**src/rtl/ape_output_drainer_pkg.sv**
```systemverilog
// Shared sizing constants and drain FSM state encoding for the APE output SRAM drainer.
package ape_output_drainer_pkg;

    localparam int OUTPUT_HEIGHT   = 4;
    localparam int OUTPUT_WIDTH    = 4;
    localparam int BIN_LEN         = 8;
    localparam int OUTPUT_SRAM_LEN = 2;

    typedef enum logic [1:0] {
        IDLE  = 2'd0,
        ISSUE = 2'd1,
        FLUSH = 2'd2,
        DONE  = 2'd3
    } drain_state_t;

endpackage

```
**src/rtl/ape_output_drainer_if.sv**
```systemverilog
// Valid/ready stream from the drainer to the write-back path.
interface ape_output_drainer_if #(
    parameter int DATA_W = 16
);
    logic [DATA_W-1:0] out_data;
    logic              out_valid;
    logic              out_ready;
    logic              out_last;

    modport master (output out_data, output out_valid, output out_last, input out_ready);
    modport slave  (input out_data, input out_valid, input out_last, output out_ready);
endinterface

```
**src/rtl/ape_output_drainer_drain_fifo.sv**
```systemverilog
// Small synchronous FIFO used as the output skid buffer; head is visible combinationally.
module drain_fifo #(
    parameter int  WIDTH = 17,
    parameter int  DEPTH = 2,
    localparam int PTR_W = (DEPTH > 1) ? $clog2(DEPTH) : 1,
    localparam int CNT_W = $clog2(DEPTH + 1)
) (
    input  logic             clock,
    input  logic             reset,
    input  logic             i_push,
    input  logic [WIDTH-1:0] i_data,
    input  logic             i_pop,
    output logic [WIDTH-1:0] o_head,
    output logic [CNT_W-1:0] o_count
);

    logic [WIDTH-1:0] r_mem [DEPTH];
    logic [PTR_W-1:0] r_wr_ptr;
    logic [PTR_W-1:0] r_rd_ptr;
    logic [CNT_W-1:0] r_count;
    logic [PTR_W-1:0] w_wr_ptr_next;
    logic [PTR_W-1:0] w_rd_ptr_next;

    // Pointer advance with wrap at DEPTH-1 (depth need not be a power of two)
    always_comb begin
        if (r_wr_ptr == PTR_W'(DEPTH - 1)) begin
            w_wr_ptr_next = '0;
        end else begin
            w_wr_ptr_next = r_wr_ptr + PTR_W'(1);
        end
        if (r_rd_ptr == PTR_W'(DEPTH - 1)) begin
            w_rd_ptr_next = '0;
        end else begin
            w_rd_ptr_next = r_rd_ptr + PTR_W'(1);
        end
    end

    // Storage, pointers and occupancy; storage is cleared so the head reads 0 out of reset
    always_ff @(posedge clock) begin
        if (!reset) begin
            for (int i = 0; i < DEPTH; i++) begin
                r_mem[i] <= '0;
            end
            r_wr_ptr <= '0;
            r_rd_ptr <= '0;
            r_count  <= '0;
        end else begin
            if (i_push) begin
                r_mem[r_wr_ptr] <= i_data;
                r_wr_ptr        <= w_wr_ptr_next;
            end
            if (i_pop) begin
                r_rd_ptr <= w_rd_ptr_next;
            end
            case ({i_push, i_pop})
                2'b10:   r_count <= r_count + CNT_W'(1);
                2'b01:   r_count <= r_count - CNT_W'(1);
                default: r_count <= r_count;
            endcase
        end
    end

    assign o_head  = r_mem[r_rd_ptr];
    assign o_count = r_count;

endmodule

```
**src/rtl/ape_output_drainer.sv**
```systemverilog
// Walks the pooled output map row-major, reads the output SRAM and streams each word
// to write-back through a skid FIFO, then pulses done for the tile scheduler.
module ape_output_drainer
    import ape_output_drainer_pkg::*;
#(
    parameter int  OUT_H      = OUTPUT_HEIGHT,
    parameter int  OUT_W      = OUTPUT_WIDTH,
    parameter int  DATA_W     = BIN_LEN * OUTPUT_SRAM_LEN,
    parameter int  RD_LAT     = 1,
    parameter int  FIFO_DEPTH = 2,
    localparam int RW    = $clog2(OUT_H) + 1,
    localparam int CW    = $clog2(OUT_W) + 1,
    localparam int RA    = $clog2(OUT_H),
    localparam int CA    = $clog2(OUT_W),
    localparam int FCW   = $clog2(FIFO_DEPTH + 1),
    localparam int SUM_W = $clog2(FIFO_DEPTH + RD_LAT + 2)
) (
    input  logic              clock,
    input  logic              reset,
    input  logic              start,
    input  logic [RW-1:0]     num_rows,
    input  logic [CW-1:0]     num_cols,
    output logic              r_enable,
    output logic [RA-1:0]     SRAM_r_out,
    output logic [CA-1:0]     SRAM_c_out,
    input  logic [DATA_W-1:0] SRAM_out,
    ape_output_drainer_if.master stream,
    output logic              busy,
    output logic              done
);

    drain_state_t r_state;
    drain_state_t w_state_next;

    logic [RW-1:0]     r_rows;
    logic [CW-1:0]     r_cols;
    logic [RA-1:0]     r_row;
    logic [CA-1:0]     r_col;
    logic              r_busy;
    logic              r_done;
    logic [RD_LAT-1:0] r_pipe_valid;
    logic [RD_LAT-1:0] r_pipe_last;

    logic [RW-1:0]     w_rows_clamp;
    logic [CW-1:0]     w_cols_clamp;
    logic              w_accept_start;
    logic              w_zero_dim;
    logic              w_col_wrap;
    logic              w_last_addr;
    logic              w_issue;
    logic [SUM_W-1:0]  w_inflight;
    logic [SUM_W-1:0]  w_occupancy;
    logic [DATA_W:0]   w_fifo_head;
    logic [FCW-1:0]    w_fifo_count;
    logic              w_out_valid;
    logic              w_pop;
    logic              w_push;

    assign w_rows_clamp   = (num_rows > RW'(OUT_H)) ? RW'(OUT_H) : num_rows;
    assign w_cols_clamp   = (num_cols > CW'(OUT_W)) ? CW'(OUT_W) : num_cols;
    assign w_accept_start = start && ((r_state == IDLE) || (r_state == DONE));
    assign w_zero_dim     = (w_rows_clamp == '0) || (w_cols_clamp == '0);

    assign w_col_wrap  = ({1'b0, r_col} == (r_cols - CW'(1)));
    assign w_last_addr = w_col_wrap && ({1'b0, r_row} == (r_rows - RW'(1)));

    assign w_out_valid = (w_fifo_count != '0);
    assign w_pop       = w_out_valid && stream.out_ready;
    assign w_push      = r_pipe_valid[RD_LAT-1];

    // Reads still travelling through the SRAM latency pipe
    always_comb begin
        w_inflight = '0;
        for (int i = 0; i < RD_LAT; i++) begin
            w_inflight = w_inflight + SUM_W'(r_pipe_valid[i]);
        end
    end

    // A pop this cycle frees a slot in time for the new read, which keeps one beat per
    // cycle with a FIFO only RD_LAT+1 deep.
    assign w_occupancy = SUM_W'(w_fifo_count) + w_inflight;
    assign w_issue     = (r_state == ISSUE) &&
                         (w_occupancy < (SUM_W'(FIFO_DEPTH) + SUM_W'(w_pop)));

    // Next-state logic for the drain sequencer
    always_comb begin
        w_state_next = r_state;
        case (r_state)
            IDLE, DONE: begin
                if (start) begin
                    w_state_next = w_zero_dim ? DONE : ISSUE;
                end else begin
                    w_state_next = IDLE;
                end
            end
            ISSUE: begin
                if (w_issue && w_last_addr) begin
                    w_state_next = FLUSH;
                end else begin
                    w_state_next = ISSUE;
                end
            end
            FLUSH: begin
                if ((w_pop && w_fifo_head[DATA_W]) || (!w_out_valid && (w_inflight == '0))) begin
                    w_state_next = DONE;
                end else begin
                    w_state_next = FLUSH;
                end
            end
            default: w_state_next = IDLE;
        endcase
    end

    // State register with busy/done registered from the next state
    always_ff @(posedge clock) begin
        if (!reset) begin
            r_state <= IDLE;
            r_busy  <= 1'b0;
            r_done  <= 1'b0;
        end else begin
            r_state <= w_state_next;
            r_busy  <= (w_state_next == ISSUE) || (w_state_next == FLUSH);
            r_done  <= (w_state_next == DONE);
        end
    end

    // Tile dimensions and row/col read counters; counters hold on the final address
    always_ff @(posedge clock) begin
        if (!reset) begin
            r_rows <= '0;
            r_cols <= '0;
            r_row  <= '0;
            r_col  <= '0;
        end else if (w_accept_start) begin
            r_rows <= w_rows_clamp;
            r_cols <= w_cols_clamp;
            r_row  <= '0;
            r_col  <= '0;
        end else if (w_issue && !w_last_addr) begin
            if (w_col_wrap) begin
                r_col <= '0;
                r_row <= r_row + RA'(1);
            end else begin
                r_col <= r_col + CA'(1);
            end
        end else begin
            r_row <= r_row;
            r_col <= r_col;
        end
    end

    // Latency pipe tagging each read so its data is captured exactly RD_LAT cycles later
    always_ff @(posedge clock) begin
        if (!reset) begin
            r_pipe_valid <= '0;
            r_pipe_last  <= '0;
        end else begin
            r_pipe_valid[0] <= w_issue;
            r_pipe_last[0]  <= w_issue && w_last_addr;
            for (int i = 1; i < RD_LAT; i++) begin
                r_pipe_valid[i] <= r_pipe_valid[i-1];
                r_pipe_last[i]  <= r_pipe_last[i-1];
            end
        end
    end

    drain_fifo #(
        .WIDTH (DATA_W + 1),
        .DEPTH (FIFO_DEPTH)
    ) u_drain_fifo (
        .clock   (clock),
        .reset   (reset),
        .i_push  (w_push),
        .i_data  ({r_pipe_last[RD_LAT-1], SRAM_out}),
        .i_pop   (w_pop),
        .o_head  (w_fifo_head),
        .o_count (w_fifo_count)
    );

    assign r_enable         = w_issue;
    assign SRAM_r_out       = r_row;
    assign SRAM_c_out       = r_col;
    assign stream.out_valid = w_out_valid;
    assign stream.out_data  = w_out_valid ? w_fifo_head[DATA_W-1:0] : '0;
    assign stream.out_last  = w_out_valid && w_fifo_head[DATA_W];
    assign busy             = r_busy;
    assign done             = r_done;

endmodule
```
**src/flat_wrapper.sv**
```systemverilog
// flat-port wrapper written by rule: the top's interface ports become plain ports
module ape_output_drainer_flat import ape_output_drainer_pkg::*;
#(
    parameter int  OUT_H      = OUTPUT_HEIGHT,
    parameter int  OUT_W      = OUTPUT_WIDTH,
    parameter int  DATA_W     = BIN_LEN * OUTPUT_SRAM_LEN,
    parameter int  RD_LAT     = 1,
    parameter int  FIFO_DEPTH = 2,
    localparam int RW    = $clog2(OUT_H) + 1,
    localparam int CW    = $clog2(OUT_W) + 1,
    localparam int RA    = $clog2(OUT_H),
    localparam int CA    = $clog2(OUT_W),
    localparam int FCW   = $clog2(FIFO_DEPTH + 1),
    localparam int SUM_W = $clog2(FIFO_DEPTH + RD_LAT + 2)
)
  (clock, reset, start, num_rows, num_cols, r_enable, SRAM_r_out, SRAM_c_out, SRAM_out, busy, done, stream_out_data, stream_out_valid, stream_out_last, stream_out_ready);
  ape_output_drainer_if #(.DATA_W(DATA_W)) stream_i ();
  input  logic clock;
  input  logic reset;
  input  logic start;
  input  logic [RW-1:0] num_rows;
  input  logic [CW-1:0] num_cols;
  output logic r_enable;
  output logic [RA-1:0] SRAM_r_out;
  output logic [CA-1:0] SRAM_c_out;
  input  logic [DATA_W-1:0] SRAM_out;
  output logic busy;
  output logic done;
  output wire logic [$bits(stream_i.out_data)-1:0] stream_out_data;
  output wire logic [$bits(stream_i.out_valid)-1:0] stream_out_valid;
  output wire logic [$bits(stream_i.out_last)-1:0] stream_out_last;
  input wire logic [$bits(stream_i.out_ready)-1:0] stream_out_ready;
  assign stream_out_data = stream_i.out_data;
  assign stream_out_valid = stream_i.out_valid;
  assign stream_out_last = stream_i.out_last;
  assign stream_i.out_ready = stream_out_ready;
  ape_output_drainer #(.OUT_H(OUT_H), .OUT_W(OUT_W), .DATA_W(DATA_W), .RD_LAT(RD_LAT), .FIFO_DEPTH(FIFO_DEPTH)) u_core (.clock(clock), .reset(reset), .start(start), .num_rows(num_rows), .num_cols(num_cols), .r_enable(r_enable), .SRAM_r_out(SRAM_r_out), .SRAM_c_out(SRAM_c_out), .SRAM_out(SRAM_out), .stream(stream_i), .busy(busy), .done(done));
endmodule
```
**config.mk**
```make
export PLATFORM = sky130hd
export DESIGN_NAME = ape_output_drainer_flat
export DESIGN_NICKNAME = d
export VERILOG_FILES = /design/src/rtl/ape_output_drainer_pkg.sv /design/src/rtl/ape_output_drainer_if.sv /design/src/rtl/ape_output_drainer_drain_fifo.sv /design/src/rtl/ape_output_drainer.sv /design/src/flat_wrapper.sv
export SDC_FILE = /design/constraint.sdc
export NUM_CORES = 1
export LEC_CHECK = 0
export CORE_MARGIN = 4
export CORE_UTILIZATION = 50
export CTS_BUF_LIST = sky130_fd_sc_hd__clkbuf_2
export DETAILED_ROUTE_END_ITERATION = 8
export GPL_TIMING_DRIVEN = 0
export PLACE_DENSITY_LB_ADDON = 0.05
export SYNTH_ARGS = -nofsm -noshare
export SYNTH_HDL_FRONTEND = slang
export SYNTH_SLANG_ARGS = --single-unit
```
**constraint.sdc**
```tcl
create_clock -name clock -period 2.5 [get_ports clock]
set_input_delay 0.25 -clock clock [delete_from_list [all_inputs] [get_ports clock]]
set_output_delay 0.25 -clock clock [all_outputs]
set_load 0.03 [all_outputs]
```
==> impl_metrics.csv <==
group,metric,value,unit
run_status,status,"complete, no violations",
routing,wl,5.125,mm
logic_synthesis,netlist_instances,240,
routing,vias,1843,
routing,drc,0,
sta,finalCritPeriodShare,91.22,%
worst_setup_path,crit_path_start_kind,"register",
logic_synthesis,yosys-top-cells-area,"edfxtp_1 (39%), dfxtp_1 (16%), and2_1 (8.6%)",
clock_network,clk_pin_slew,0.26,ns
routing,detail-route-antenna-nets,0,
worst_setup_path,crit_fanout,8,
worst_setup_path,crit_end,"stream_out_last",
pwr,combPwrFrac,34.3,%
clock_network,clkSinkCount,55,
global_route,grt_antenna_before_repair,0,
worst_setup_path,reg2reg_from,"u_core.r_rows[0]$_SDFFE_PN0P_",
die,die_x,80.39,µm
logic_synthesis,synth_ff_type,"edfxtp_1",
clock_network,root_buffer,"clkbuf_2",
sta,tns,0,ns
pwr,swShare,35.19,%
clock_network,cts_buffer_depth,2,
pwr,p_total,2.173,mW
final_layout,layout.nets,331,
clock_network,cts_tree,"yes",
worst_setup_path,required,2.25,ns
final_layout,n_antenna_cell,0,
pwr,p_switching,0.7647,mW
logic_synthesis,synth_top_area_share,38.97,%
die,io_pins,51,
worst_setup_path,critical_path.endpoint_type,"output pin",
final_layout,drive_above_1_share,6.040,%
place,placed_area,0.003212,mm²
sta,max_freq,438.5,MHz
worst_setup_path,crit_type,"register to output pin",
hold_path,hold_class,"primary input to register",
clock_network,hold_buffers,0,
pwr,clkPwrFrac,16.0,%
logic_synthesis,syn_area_per_cell,10.92,µm²
logic_synthesis,synth_cell_type_count,33,
global_route,gr-total-overflow,0,
sta,skew,0.01353,ns
logic_synthesis,synth-edff-count,34,
pwr,power_frac_seq,49.7,%
logic_synthesis,async_flop_share,0,%
global_route,grt_pass1_wl,8.528,mm
final_layout,design_area,0.003286,mm²
routing,wl_per_cell,13.93,µm
final_layout,syn_to_final_growth,25.41,%
global_route,grt_start_max_net_pins,18,
sta,slew_viol_final,0,
logic_synthesis,yosys-top-cells-count,"and2_1 (36), edfxtp_1 (34), nor2_1 (28)",
logic_synthesis,yosysSeqAreaShare,55.01,%
place,hpwl,3.786,mm
logic_synthesis,synth-seq-cells,55,
die,rows,26,
routing,drt_iter0_drc,63,
logic_synthesis,yosysMostFrequentCell,"and2_1",
clock_network,clkLatencyLatePin,0.44,ns
global_route,grt_pass1_vias,1844,
clock_network,cts_buffers,5,
sta,setup_viol,0,
die,dieArea,0.006463,mm²
worst_setup_path,rr_endpoint,"u_core.busy$_SDFF_PN0_",
final_layout,post-route-util,64.33,%
sta,grt_setup_unrepaired,"no",
logic_synthesis,synth_area,0.002620,mm²
routing,dr.pass1.iters,4,
worst_setup_path,r2r_setup_slack,0.26,ns
logic_synthesis,synth_nets,274,
routing,via_per_inst,5.008,
pwr,internal_power,1.408,mW
die,core_area,0.005107,mm²
logic_synthesis,yosys.area.top_type,"edfxtp_1",
place,gp_congestion,0.7958,
die,start_util,51.30,%
worst_setup_path,worstPathArrival,2.03,ns
pwr,vdd_drop_max,338.8,µV
pwr,p_per_area,661.4,mW/mm²
global_route,grt.total_usage,17.15,%
sta,min_period,2.280,ns
place,io_buffers,50,
sta,hold_viol,0,
die,die_y,80.39,µm
sta,worst_pin_slew,0.9257,ns
pwr,leakagePower,1.375,nW
sta,relSlewSlack,38.28,%
clock_network,ctsHtreeMaxLevel,2,
run,max-cap-violations,0,
logic_synthesis,yosysWarnings,0,
worst_setup_path,rr_worst_depth,8,
[how the worst min path moves through the flow]
stage | cells after the start | slack, ns | start | end
3_3_place_gp | 2 | 0.46 | u_core.r_cols[2]$_SDFFE_PN0P_ | u_core.r_cols[2]$_SDFFE_PN0P_
4_1_cts | 3 | 0.41 | num_rows[2] | u_core.r_rows[2]$_SDFFE_PN0P_
5_1_grt | 3 | 0.39 | num_rows[2] | u_core.r_rows[2]$_SDFFE_PN0P_
6_report | 3 | 0.43 | num_rows[2] | u_core.r_rows[2]$_SDFFE_PN0P_
3_5_place_dp | 2 | 0.47 | u_core.r_cols[2]$_SDFFE_PN0P_ | u_core.r_cols[2]$_SDFFE_PN0P_
2_1_floorplan | 1 | 0.37 | reset | u_core.busy$_SDFF_PN0_
[repair_timing]
action | CTS | global route
pin swaps | 0 | 0
cloned | 0 | 0
endpoints found under the hold margin | 0 | 0
resized for setup | 4 | 12
setup endpoints to repair | 11 | 11
buffers inserted | 0 | 0
[worst max-delay path: stages, from the launching register on]
cell,delay (ns)
dfxtp_1,0.37
buf_2,0.24
mux2i_1,0.30
nor2_1,0.09
clkdlybuf4s50_1,0.60
[power groups by stage]
stage | Combinational (mW) | Sequential, mW | Clock [mW]
6_report | 0.744 | 1.08 | 0.347
3_5_place_dp | 0.751 | 1.10 | 0
2_1_floorplan | 0.473 | 1.10 | 0
3_3_place_gp | 0.738 | 1.10 | 0
5_1_grt | 0.814 | 1.09 | 0.394
4_1_cts | 0.758 | 1.08 | 0.357
[state kept, by name, indices dropped and copies added, names as in the netlist, named ones only]
signal	cells
u_core.u_drain_fifo.r_mem	34
u_core.r_cols	3
u_core.r_rows	3
u_core.SRAM_c_out	2
u_core.SRAM_r_out	2
u_core.r_state	2
u_core.u_drain_fifo.o_count	2
u_core.busy	1
u_core.done	1
u_core.r_pipe_last	1
u_core.r_pipe_valid	1
u_core.u_drain_fifo.r_rd_ptr	1
u_core.u_drain_fifo.r_wr_ptr	1
[cell usage in the layout, fill, tap and decap left out, types with 3 or more instances in the layout]
cell type	instances
clkbuf_2	7
clkbuf_1	5
nor3b_1	5
ha_1	8
and2_1	36
xnor2_1	5
dfxtp_1	21
nand2_1	9
edfxtp_1	34
dlymetal6s2s_1	10
nand3_1	4
inv_1	11
xor2_1	5
mux2i_1	19
a21oi_1	11
and3_1	3
clkdlybuf4s50_1	39
nand2b_1	5
nor3_1	4
nor2_1	28
nor4_1	3
o22ai_1	3
[cells by family after synthesis]
logic type / synth area share [%]
AOI/OAI and AO/OA: 6.447
xor gates and xnor gates: 3.343
adders and majority gates: 3.821
buffers and inverters: 2.818
DFF: 55.01
muxes: 7.259
and+or+nand+nor: 21.30
[stage by stage]
| step | setup slack (ns) | instances | hold slack, ns |
|---|---|---|---|
| 2_1_floorplan | 0.3728 | 240 | 0.3717 |
| 3_3_place_gp | -0.3203 | 360 | 0.4593 |
| 3_5_place_dp | 0.02996 | 360 | 0.4716 |
| 4_1_cts | 0.007713 | 368 | 0.4064 |
| 5_1_grt | 0.04676 | 368 | 0.3908 |
| 6_report | 0.2196 | 368 | 0.4292 |
[cell type report]
cell class / count / area [µm²]
buffer: 8 / 36.28
clock buffer: 5 / 25.02
clock inverter: 3 / 20.02
fill: 451 / 1822
inverter: 11 / 41.29
multi-input combinational: 166 / 1114
sequential: 55 / 1441
tap: 70 / 87.58
timing repair buffer: 50 / 520.5
[layer usage]
metal	track usage, %	part of all wire (%)
met3	3.924	4.6
met2	32.70	53
met4	4.054	0.98
met1	19.06	41
met5	0	0
No activity file was read; power rests on OpenSTA's default activity.
